==> config.mk <==
export PLATFORM = sky130hd
export DESIGN_NAME = seg_scan_ctrl
export DESIGN_NICKNAME = d
export VERILOG_FILES = /design/src/rtl/seg_pkg.sv /design/src/rtl/vsevenseg.sv /design/src/rtl/seg_scan_ctrl.sv
export SDC_FILE = /design/constraint.sdc
export NUM_CORES = 1
export LEC_CHECK = 0
export CAP_MARGIN = 10
export CORE_ASPECT_RATIO = 1.25
export CORE_MARGIN = 8
export CORE_UTILIZATION = 30
export CTS_CLUSTER_DIAMETER = 100
export DETAILED_ROUTE_END_ITERATION = 10
export GPL_TIMING_DRIVEN = 0
export REMOVE_ABC_BUFFERS = 1
export SLEW_MARGIN = 0
export SYNTH_ARGS = -nofsm -noshare
export SYNTH_HDL_FRONTEND = slang
export SYNTH_SLANG_ARGS = --single-unit
==> constraint.sdc <==
create_clock -name clk -period 5.2 [get_ports clk]
set_input_delay 1.3 -clock clk [delete_from_list [all_inputs] [get_ports clk]]
set_output_delay 1.3 -clock clk [all_outputs]
set_load 0.005 [all_outputs]
==> src/rtl/seg_pkg.sv <==
// Shared definitions for the seven-segment scan controller:
// scan FSM state type, blank segment pattern and active-low polarity levels.
package seg_pkg;

    // Segment pattern with every segment dark (active-low {g,f,e,d,c,b,a}).
    localparam logic [6:0] SEG_BLANK = 7'h7F;

    // Active-low anode levels.
    localparam logic AN_ON  = 1'b0;
    localparam logic AN_OFF = 1'b1;

    // Two phases per digit slot: dead-time with all anodes off, then lit.
    typedef enum logic {
        BLANK = 1'b0,
        ON    = 1'b1
    } scan_state_t;

endpackage

==> src/rtl/vsevenseg.sv <==
// Combinational hex-to-seven-segment decoder.
// Output is active-low, bit order {g,f,e,d,c,b,a}.
module vsevenseg (
    input  logic [3:0] x,
    output logic [6:0] seg_L
);

    // Map a hex nibble to its active-low segment pattern.
    always_comb begin
        seg_L = 7'h7F;
        case (x)
            4'h0: seg_L = 7'h40;
            4'h1: seg_L = 7'h79;
            4'h2: seg_L = 7'h24;
            4'h3: seg_L = 7'h30;
            4'h4: seg_L = 7'h19;
            4'h5: seg_L = 7'h12;
            4'h6: seg_L = 7'h02;
            4'h7: seg_L = 7'h78;
            4'h8: seg_L = 7'h00;
            4'h9: seg_L = 7'h10;
            4'hA: seg_L = 7'h08;
            4'hB: seg_L = 7'h03;
            4'hC: seg_L = 7'h46;
            4'hD: seg_L = 7'h21;
            4'hE: seg_L = 7'h06;
            4'hF: seg_L = 7'h0E;
            default: seg_L = 7'h7F;
        endcase
    end

endmodule

==> src/rtl/seg_scan_ctrl.sv <==
// Time-multiplexed scan controller for an N-digit common-anode
// seven-segment display. One shared decoder, double-buffered value that
// only changes at frame boundaries, and a blanking dead-time before each
// digit to avoid ghosting.
//
// Handshake: load is a single-cycle strobe with no back-pressure; the
// captured value is held in a pending buffer (pending=1) until the last ON
// cycle of digit N-1, where it moves to the displayed shadow register. A
// load landing on that very cycle goes straight to the shadow register.
//
// Optional build macro SEG_SCAN_LZ_SUPPRESS_EN: when defined, leading zero
// digits (all nibbles from i upward are zero, i>0) are kept dark.
//
// All display outputs are registered and computed from the next state, so
// they line up with the FSM state of the same cycle.
module seg_scan_ctrl
    import seg_pkg::*;
#(
    parameter int N_DIGITS  = 4,
    parameter int ON_CYC    = 50000,
    parameter int BLANK_CYC = 16
) (
    input  logic                    clk,
    input  logic                    rst_n,
    input  logic [4*N_DIGITS-1:0]   value,
    input  logic                    load,
    input  logic [N_DIGITS-1:0]     blank_mask,
    output logic [N_DIGITS-1:0]     an_L,
    output logic [6:0]              seg_L,
    output logic                    frame_tick,
    output logic                    pending
);

    localparam int VW      = 4 * N_DIGITS;
    localparam int MAX_CYC = (ON_CYC > BLANK_CYC) ? ON_CYC : BLANK_CYC;
    localparam int CW      = (MAX_CYC > 1) ? $clog2(MAX_CYC) : 1;
    localparam int IW      = $clog2(N_DIGITS);

    localparam logic [CW-1:0] BLANK_LAST = CW'(BLANK_CYC - 1);
    localparam logic [CW-1:0] ON_LAST    = CW'(ON_CYC - 1);
    localparam logic [IW-1:0] IDX_LAST   = IW'(N_DIGITS - 1);

    // Scan state
    scan_state_t       state_q, state_d;
    logic [IW-1:0]     idx_q, idx_d;
    logic [CW-1:0]     cnt_q, cnt_d;
    logic              wrap;

    // Value buffering
    logic [VW-1:0]     shadow_q, shadow_d;
    logic [VW-1:0]     buf_q, buf_d;
    logic              pending_q, pending_d;

    // Registered outputs
    logic [N_DIGITS-1:0] an_q, an_d;
    logic [6:0]          seg_q, seg_d;
    logic                tick_q, tick_d;

    // Display path helpers
    logic [3:0]          nib;
    logic [6:0]          dec_seg;
    logic                mask_dark;
    logic                dark;

    // Scan FSM: count out BLANK then ON for each digit, advancing the digit
    // index at the end of every ON phase.
    always_comb begin
        state_d = state_q;
        idx_d   = idx_q;
        cnt_d   = cnt_q + CW'(1);
        wrap    = 1'b0;
        case (state_q)
            BLANK: begin
                if (cnt_q == BLANK_LAST) begin
                    state_d = ON;
                    cnt_d   = '0;
                end
            end
            ON: begin
                if (cnt_q == ON_LAST) begin
                    state_d = BLANK;
                    cnt_d   = '0;
                    if (idx_q == IDX_LAST) begin
                        idx_d = '0;
                        wrap  = 1'b1;
                    end else begin
                        idx_d = idx_q + IW'(1);
                    end
                end
            end
            default: begin
                state_d = BLANK;
                idx_d   = '0;
                cnt_d   = '0;
            end
        endcase
    end

    // Double buffer: loads park in the pending buffer and are promoted to
    // the shadow register only on the wrap cycle; a load on the wrap cycle
    // itself bypasses the buffer.
    always_comb begin
        shadow_d  = shadow_q;
        buf_d     = buf_q;
        pending_d = pending_q;
        if (wrap) begin
            if (load) begin
                shadow_d  = value;
                pending_d = 1'b0;
            end else if (pending_q) begin
                shadow_d  = buf_q;
                pending_d = 1'b0;
            end
        end else if (load) begin
            buf_d     = value;
            pending_d = 1'b1;
        end
    end

    // Select the nibble of the digit about to be shown and the
    // externally requested blanking for that digit.
    always_comb begin
        nib       = 4'h0;
        mask_dark = 1'b0;
        for (int i = 0; i < N_DIGITS; i++) begin
            if (idx_d == IW'(i)) begin
                nib       = shadow_d[4*i +: 4];
                mask_dark = blank_mask[i];
            end
        end
    end

`ifdef SEG_SCAN_LZ_SUPPRESS_EN
    logic lz_dark;
    logic upper_zero;

    // A digit above 0 is a leading zero when it and every higher nibble is 0.
    always_comb begin
        lz_dark    = 1'b0;
        upper_zero = 1'b1;
        for (int i = N_DIGITS - 1; i >= 1; i--) begin
            upper_zero = upper_zero & (shadow_d[4*i +: 4] == 4'h0);
            if (idx_d == IW'(i)) begin
                lz_dark = upper_zero;
            end
        end
    end

    assign dark = mask_dark | lz_dark;
`else
    assign dark = mask_dark;
`endif

    // Single shared decoder fed by the muxed nibble.
    vsevenseg u_dec (
        .x     (nib),
        .seg_L (dec_seg)
    );

    // Output drive for the upcoming cycle: one anode low only in a lit,
    // non-dark ON phase; otherwise everything off.
    always_comb begin
        an_d   = {N_DIGITS{AN_OFF}};
        seg_d  = SEG_BLANK;
        tick_d = wrap;
        if (state_d == ON && !dark) begin
            seg_d = dec_seg;
            for (int i = 0; i < N_DIGITS; i++) begin
                if (idx_d == IW'(i)) begin
                    an_d[i] = AN_ON;
                end
            end
        end
    end

    // State, buffer and output registers with synchronous active-low reset.
    always_ff @(posedge clk) begin
        if (!rst_n) begin
            state_q   <= BLANK;
            idx_q     <= '0;
            cnt_q     <= '0;
            shadow_q  <= '0;
            buf_q     <= '0;
            pending_q <= 1'b0;
            an_q      <= {N_DIGITS{AN_OFF}};
            seg_q     <= SEG_BLANK;
            tick_q    <= 1'b0;
        end else begin
            state_q   <= state_d;
            idx_q     <= idx_d;
            cnt_q     <= cnt_d;
            shadow_q  <= shadow_d;
            buf_q     <= buf_d;
            pending_q <= pending_d;
            an_q      <= an_d;
            seg_q     <= seg_d;
            tick_q    <= tick_d;
        end
    end

    assign an_L       = an_q;
    assign seg_L      = seg_q;
    assign frame_tick = tick_q;
    assign pending    = pending_q;

endmodule

Yosys cells after proc, flatten, opt, wreduce, memory -nomap -nowiden
Memories as Yosys holds them, arrays and structs flattened. A register that Yosys moved wholly into a read port is not among the register bits. Cells that the tools add are included.

Add/subtract/negate cells: 2. Equal/unequal tests: 6. Multiplexer cells: 27. Bitwise logic cells: 3. Reductions and logical operators: 7.

Operator list (number): $mux 16 (5); $pmux 16 s2 (1); $add 16x1->16 const B (1); $eq 16x16->1 const B (1); $eq 16x4->1 const B (1); $mux 4 (4); $mux 1 (13); $eq 2x2->1 const B (3); $mux 2 (3); $reduce_and 2->1 (2); $not 1->1 (3); $add 2x1->2 const B (1); $eq 2x1->1 const B (1); $logic_not 1->1 (2); $logic_not 2->1 (1); $pmux 1 s2 (1); $reduce_or 2->1 (1); $logic_and 1x1->1 (1).

Register bits: 57. ROM bits: 112. Input bits: 23. Output and inout bits: 13. Memories kept: 1.

Memory list: (name not given) (depth 16, bits a word 7, read ports 1, clocked after Yosys merged registers in 1, wr ports 0, RTL line vsevenseg.sv:11) `case (x)`.

Logic depth before layout (Yosys ltp)
Gate-level depths: netlist of run 1.

Depth after elaboration: 13. Gate-level depth with buffers: 15. Gate-level depth less buffers: 13.

Modules after synthesis
Synthesis of run 1 repeated with hierarchy kept, for this count alone.

Cell total of the unflattened synthesis: 364. Area total of the unflattened synthesis: 3126.7 um^2.

Modules (own cells, without submodules): seg_scan_ctrl (instances 1, cells each 329, area each 2856.5 um^2, seq. area each 1281.2 um^2); vsevenseg (instances 1, cells each 35, area each 270.3 um^2, seq. area each 0.0 um^2).

Least setup slack after synthesis of run 1
Ideal clock, no wire load.

Path type: input -> register. From: in load. To: reg seg_q[4] (netlist: seg_L[4]). Setup time: 0.135 ns. Arrival time: 3.134 ns. Path slack: 1.931 ns. Stages: 12. Buffers on the path: 2. Cell sequence: clkbuf_1 nand3_2 buf_2 o22a_1 o21ai_0 o22ai_1 a211o_1 ha_1 inv_1 nor3_1 a21oi_1 o221ai_1.

Cells in the longest elaborated chain, start to end: 6.

RTL lines: start, declared (RTL line seg_scan_ctrl.sv:26) `input logic load,`; $mux 16 * (RTL line seg_scan_ctrl.sv:107) `if (load) begin`; $mux 16 * (RTL line seg_scan_ctrl.sv:106) `if (wrap) begin`; $mux 4 (3 in a row) (RTL line seg_scan_ctrl.sv:126) `if (idx_d == IW'(i)) begin`; $mux 4 * (RTL line seg_scan_ctrl.sv:126); end, declared (RTL line seg_scan_ctrl.sv:56) `logic [6:0] seg_q, seg_d;`.

Mark *: on every way between the ends. The rest lies on a longest branch, timed or not. A chain may end at the register's enable or synchronous reset.

Worst setup path after layout of run 1
From: reg cnt_q[7]. To: reg seg_q[4] (netlist: seg_L[4]).

Cells in the longest elaborated chain, start to end: 12.

RTL lines: start, declared (RTL line seg_scan_ctrl.sv:46) `logic [CW-1:0] cnt_q, cnt_d;`; start signal, assigned (RTL line seg_scan_ctrl.sv:191) `cnt_q <= cnt_d;`; $eq 16x16->1 (RTL line seg_scan_ctrl.sv:80) `if (cnt_q == ON_LAST) begin`; $mux 2 (RTL line seg_scan_ctrl.sv:80); $mux 2 (RTL line seg_scan_ctrl.sv:72) `case (state_q)`; $logic_not 2->1 (RTL line seg_scan_ctrl.sv:126); $mux 1 (4 in a row) (RTL line seg_scan_ctrl.sv:126); $logic_not 1->1 (RTL line seg_scan_ctrl.sv:166) `if (state_d == ON && !dark) begin`; $logic_and 1x1->1 (RTL line seg_scan_ctrl.sv:166); $reduce_and 2->1 (no line); $logic_not 1->1 (no line).

Several ways; a longest one is shown, not always the timed one.

==> qor.txt, run 1 <==
Status = finished clean
Clock sink count = 64
DRT iter0 DRCs = 173
Leading cell type in the layout, fill and taps excluded = dfxtp_1
Worst Tran Pin Value = 1.165 ns
Final hold viol count = 0
Area delta synth->final = 24.07%
First-pass GRT wire length = 13.75 mm
Worst Hold Class = reg -> reg
Synth cell types = 46
Period minus WS final = 4.552 ns
Clock power share = 53.0%
Largest net degree at the start of global routing = 35
Die area = 13920 µm²
Logic gate share of total power = 5.3%
DIE HEIGHT = 129.9 µm
Critical path required time = 5.40 ns
Post-synthesis cell count = 391
Fill count = 1007
Clock tree buffer depth = 2
Die width = 107.1 µm
Avg WL per Cell = 15.63 µm
Critical Path Fanout Max = 20
Post-CTS sizing = 0
Most frequent cells in the layout = 64 x dfxtp_1, 60 x nor2_1, 42 x nand2_1
Initial antenna violation count = 0
# setup viols final = 0
Crit. End Element = flop
Hold WS = 0.4523 ns
Congestion Overflow GR = 0
H-Tree Depth = 3
Average size of a mapped cell = 7.965 µm²
Core Region = 10110 µm²
Vias in the first global route = 2801
CP startpoint kind = flop
RSZ-0062 raised after global routing = false
Pwr dens = 317.0 nW/µm²
Final wirelength = 8.597 mm
Flop pwr share = 41.7%
Cell area after synthesis = 3114 µm²
Yosys warning count = 0
Max-cap violations = 0
Setup TNS = 0 ns
Slew Limit Fails = 0
DRC viols = 0
Gr usage total = 12.64%
Via Count = 2848
Critical Path AT = 4.76 ns
Post-synthesis sequential area ratio = 41.14%
Root Buffer = clkbuf_16
Post-synth EDFFs = 0
Vias per std cell = 5.178
Worst-path clk slew = 0.06 ns
Post-synth top flop = dfxtp_1
Number of antenna diodes = 0
F_max = 0.2197 GHz
Worst slew margin = 21.78%
Post-DRT Antenna Nets = 0
Net Sw Frac = 21.55%
Post-CTS Setup Inserts = 0
Largest cells by area after synthesis = dfxtp_1 41%, nor2_1 7.2%, nand2_1 5.1%
Max VDD drop = 0.1598 mV
Drt pass-1 iters = 5
LEAKAGE = 1.396 nW
Kind of critical path = reg -> reg
CTS tree = built
P_int = 0.9608 mW
GP Congestion = 0.8650
Net Sw Power = 0.2640 mW
Multi-input combinational cell area = 1659 µm²
Cell taking the most area after synthesis = dfxtp_1
Final worst-path cycle share = 87.54%
I/O Pins = 36
Later-pin clock latency in the skew report = 0.34 ns
Port bufs = 35
Synth top area share = 41.14%
Layout cells sized above 1 = 6.651%
Initial Utilization = 30.82%
Clock skew = 0.005820 ns
Post-DP HPWL = 5.562 mm
Hold_buf cts = 0
Seq. cell area = 1281 µm²
CTS Buf Count = 9
Asr flop ratio synth = 0%
Synthesized flop and latch total = 64
Nets@finish = 447
Row count = 41
## state kept, by name, indices dropped and copies added (netlist names)
name	flops
shadow_q	16
idx_q	2
state_q	1
seg_L	7
an_L	4
pending	1
cnt_q	16
buf_q	16
frame_tick	1
## stage by stage
stage                     worst slack, ns  power, mW  instances  instance area (µm²)  utilization, %
after global placement             0.6177     0.5822        533                 3531           34.94
after global routing               0.4263      1.264        550                 3864           38.23
after CTS                          0.6464      1.232        549                 3852           38.12
after detailed placement           0.5671     0.5842        533                 3531           34.94
final                              0.6481      1.225        550                 3864           38.23
after floorplan                     1.697     0.5493        369                 3019               -
## kinds of logic after synthesis
logic type               synth area share [%]
AND/OR/NAND/NOR                         25.75
AO/OA/AOI/OAI                           18.36
flip-flops                              41.14
buffers and inverters                   5.584
XOR/XNOR                                3.937
adder cells (fa/ha/maj)                 3.214
multiplexers                            2.009
## worst paths after layout
kind                                from                      to  slack, ns  cells past startpoint
setup / recovery     cnt_q[7]$_SDFF_PN0_     seg_L[4]$_SDFF_PN1_       0.65                     12
hold / removal    buf_q[15]$_SDFFE_PN0P_  buf_q[15]$_SDFFE_PN0P_       0.45                      2
setup reg to reg     cnt_q[7]$_SDFF_PN0_     seg_L[4]$_SDFF_PN1_       0.65                     12
hold reg to reg   buf_q[15]$_SDFFE_PN0P_  buf_q[15]$_SDFFE_PN0P_       0.45                      2
## cell type report
type | instances | share of cell area [%]
multi-input cells | 284 | 42.94
repair buffers | 36 | 9.359
well taps | 129 | 4.177
inverters | 21 | 2.040
flip-flops and latches | 64 | 33.16
clock buffers | 10 | 6.185
clock inverters | 6 | 2.137
## routing by layer
metal / global-route usage, % / vias to the layer above / part of all wire [%]
met3: 2.960 / 12 / 4.7
met4: 7.718 / 0 / 2.3
met2: 21.19 / 61 / 49
met5: 0 / - / 0
met1: 14.24 / 1345 / 44
li1: - / 1430 / -
## critical path, cell delays in order (launching register included)
cell	delay, ns
dfxtp_1	0.36
or4_4	0.59
nor4_4	1.02
and2_1	0.81
o22ai_1	0.16
a21oi_1	0.22
o22ai_1	0.13
a211o_1	0.35
ha_1	0.27
inv_1	0.14
nor3_1	0.07
a21oi_1	0.16
o221ai_1	0.14
## cells in the mapped netlist (2+ instances only)
library cell,instances
nand3_1,17
o22ai_2,2
buf_4,2
a211o_1,4
nand4_1,8
and2_1,5
buf_2,4
clkbuf_1,16
o22a_1,3
nor3_1,23
o21ai_0,12
nand4b_1,3
a41oi_1,12
and3_1,4
nand2_1,42
xor2_1,7
nand2b_1,2
nor2_1,60
dfxtp_1,64
o22ai_1,13
mux2i_1,4
a211oi_2,2
a31oi_1,5
ha_1,8
inv_1,20
mux2_2,2
xnor2_1,7
a21oi_1,22
## power by group through the flow
stage                     logic (mW)  clock network [mW]  registers, mW
after floorplan               0.0318                   0          0.517
after CTS                     0.0643               0.658          0.510
after detailed placement      0.0638                   0          0.520
after global routing          0.0721               0.680          0.512
after global placement        0.0622                   0          0.520
final                         0.0652               0.649          0.510
No activity file was read; power rests on OpenSTA's default activity.
==> inputs of run 2 (changes only) <==
--- a/config.mk
+++ b/config.mk
@@ -13,6 +13,7 @@
 export DETAILED_ROUTE_END_ITERATION = 10
 export GPL_TIMING_DRIVEN = 0
 export REMOVE_ABC_BUFFERS = 1
+export SKIP_LAST_GASP = 1
 export SLEW_MARGIN = 0
 export SYNTH_ARGS = -nofsm -noshare
 export SYNTH_HDL_FRONTEND = slang
==> results of run 2 <==
Same layout as run 1: the final DEF is identical, and so are final timing and power.
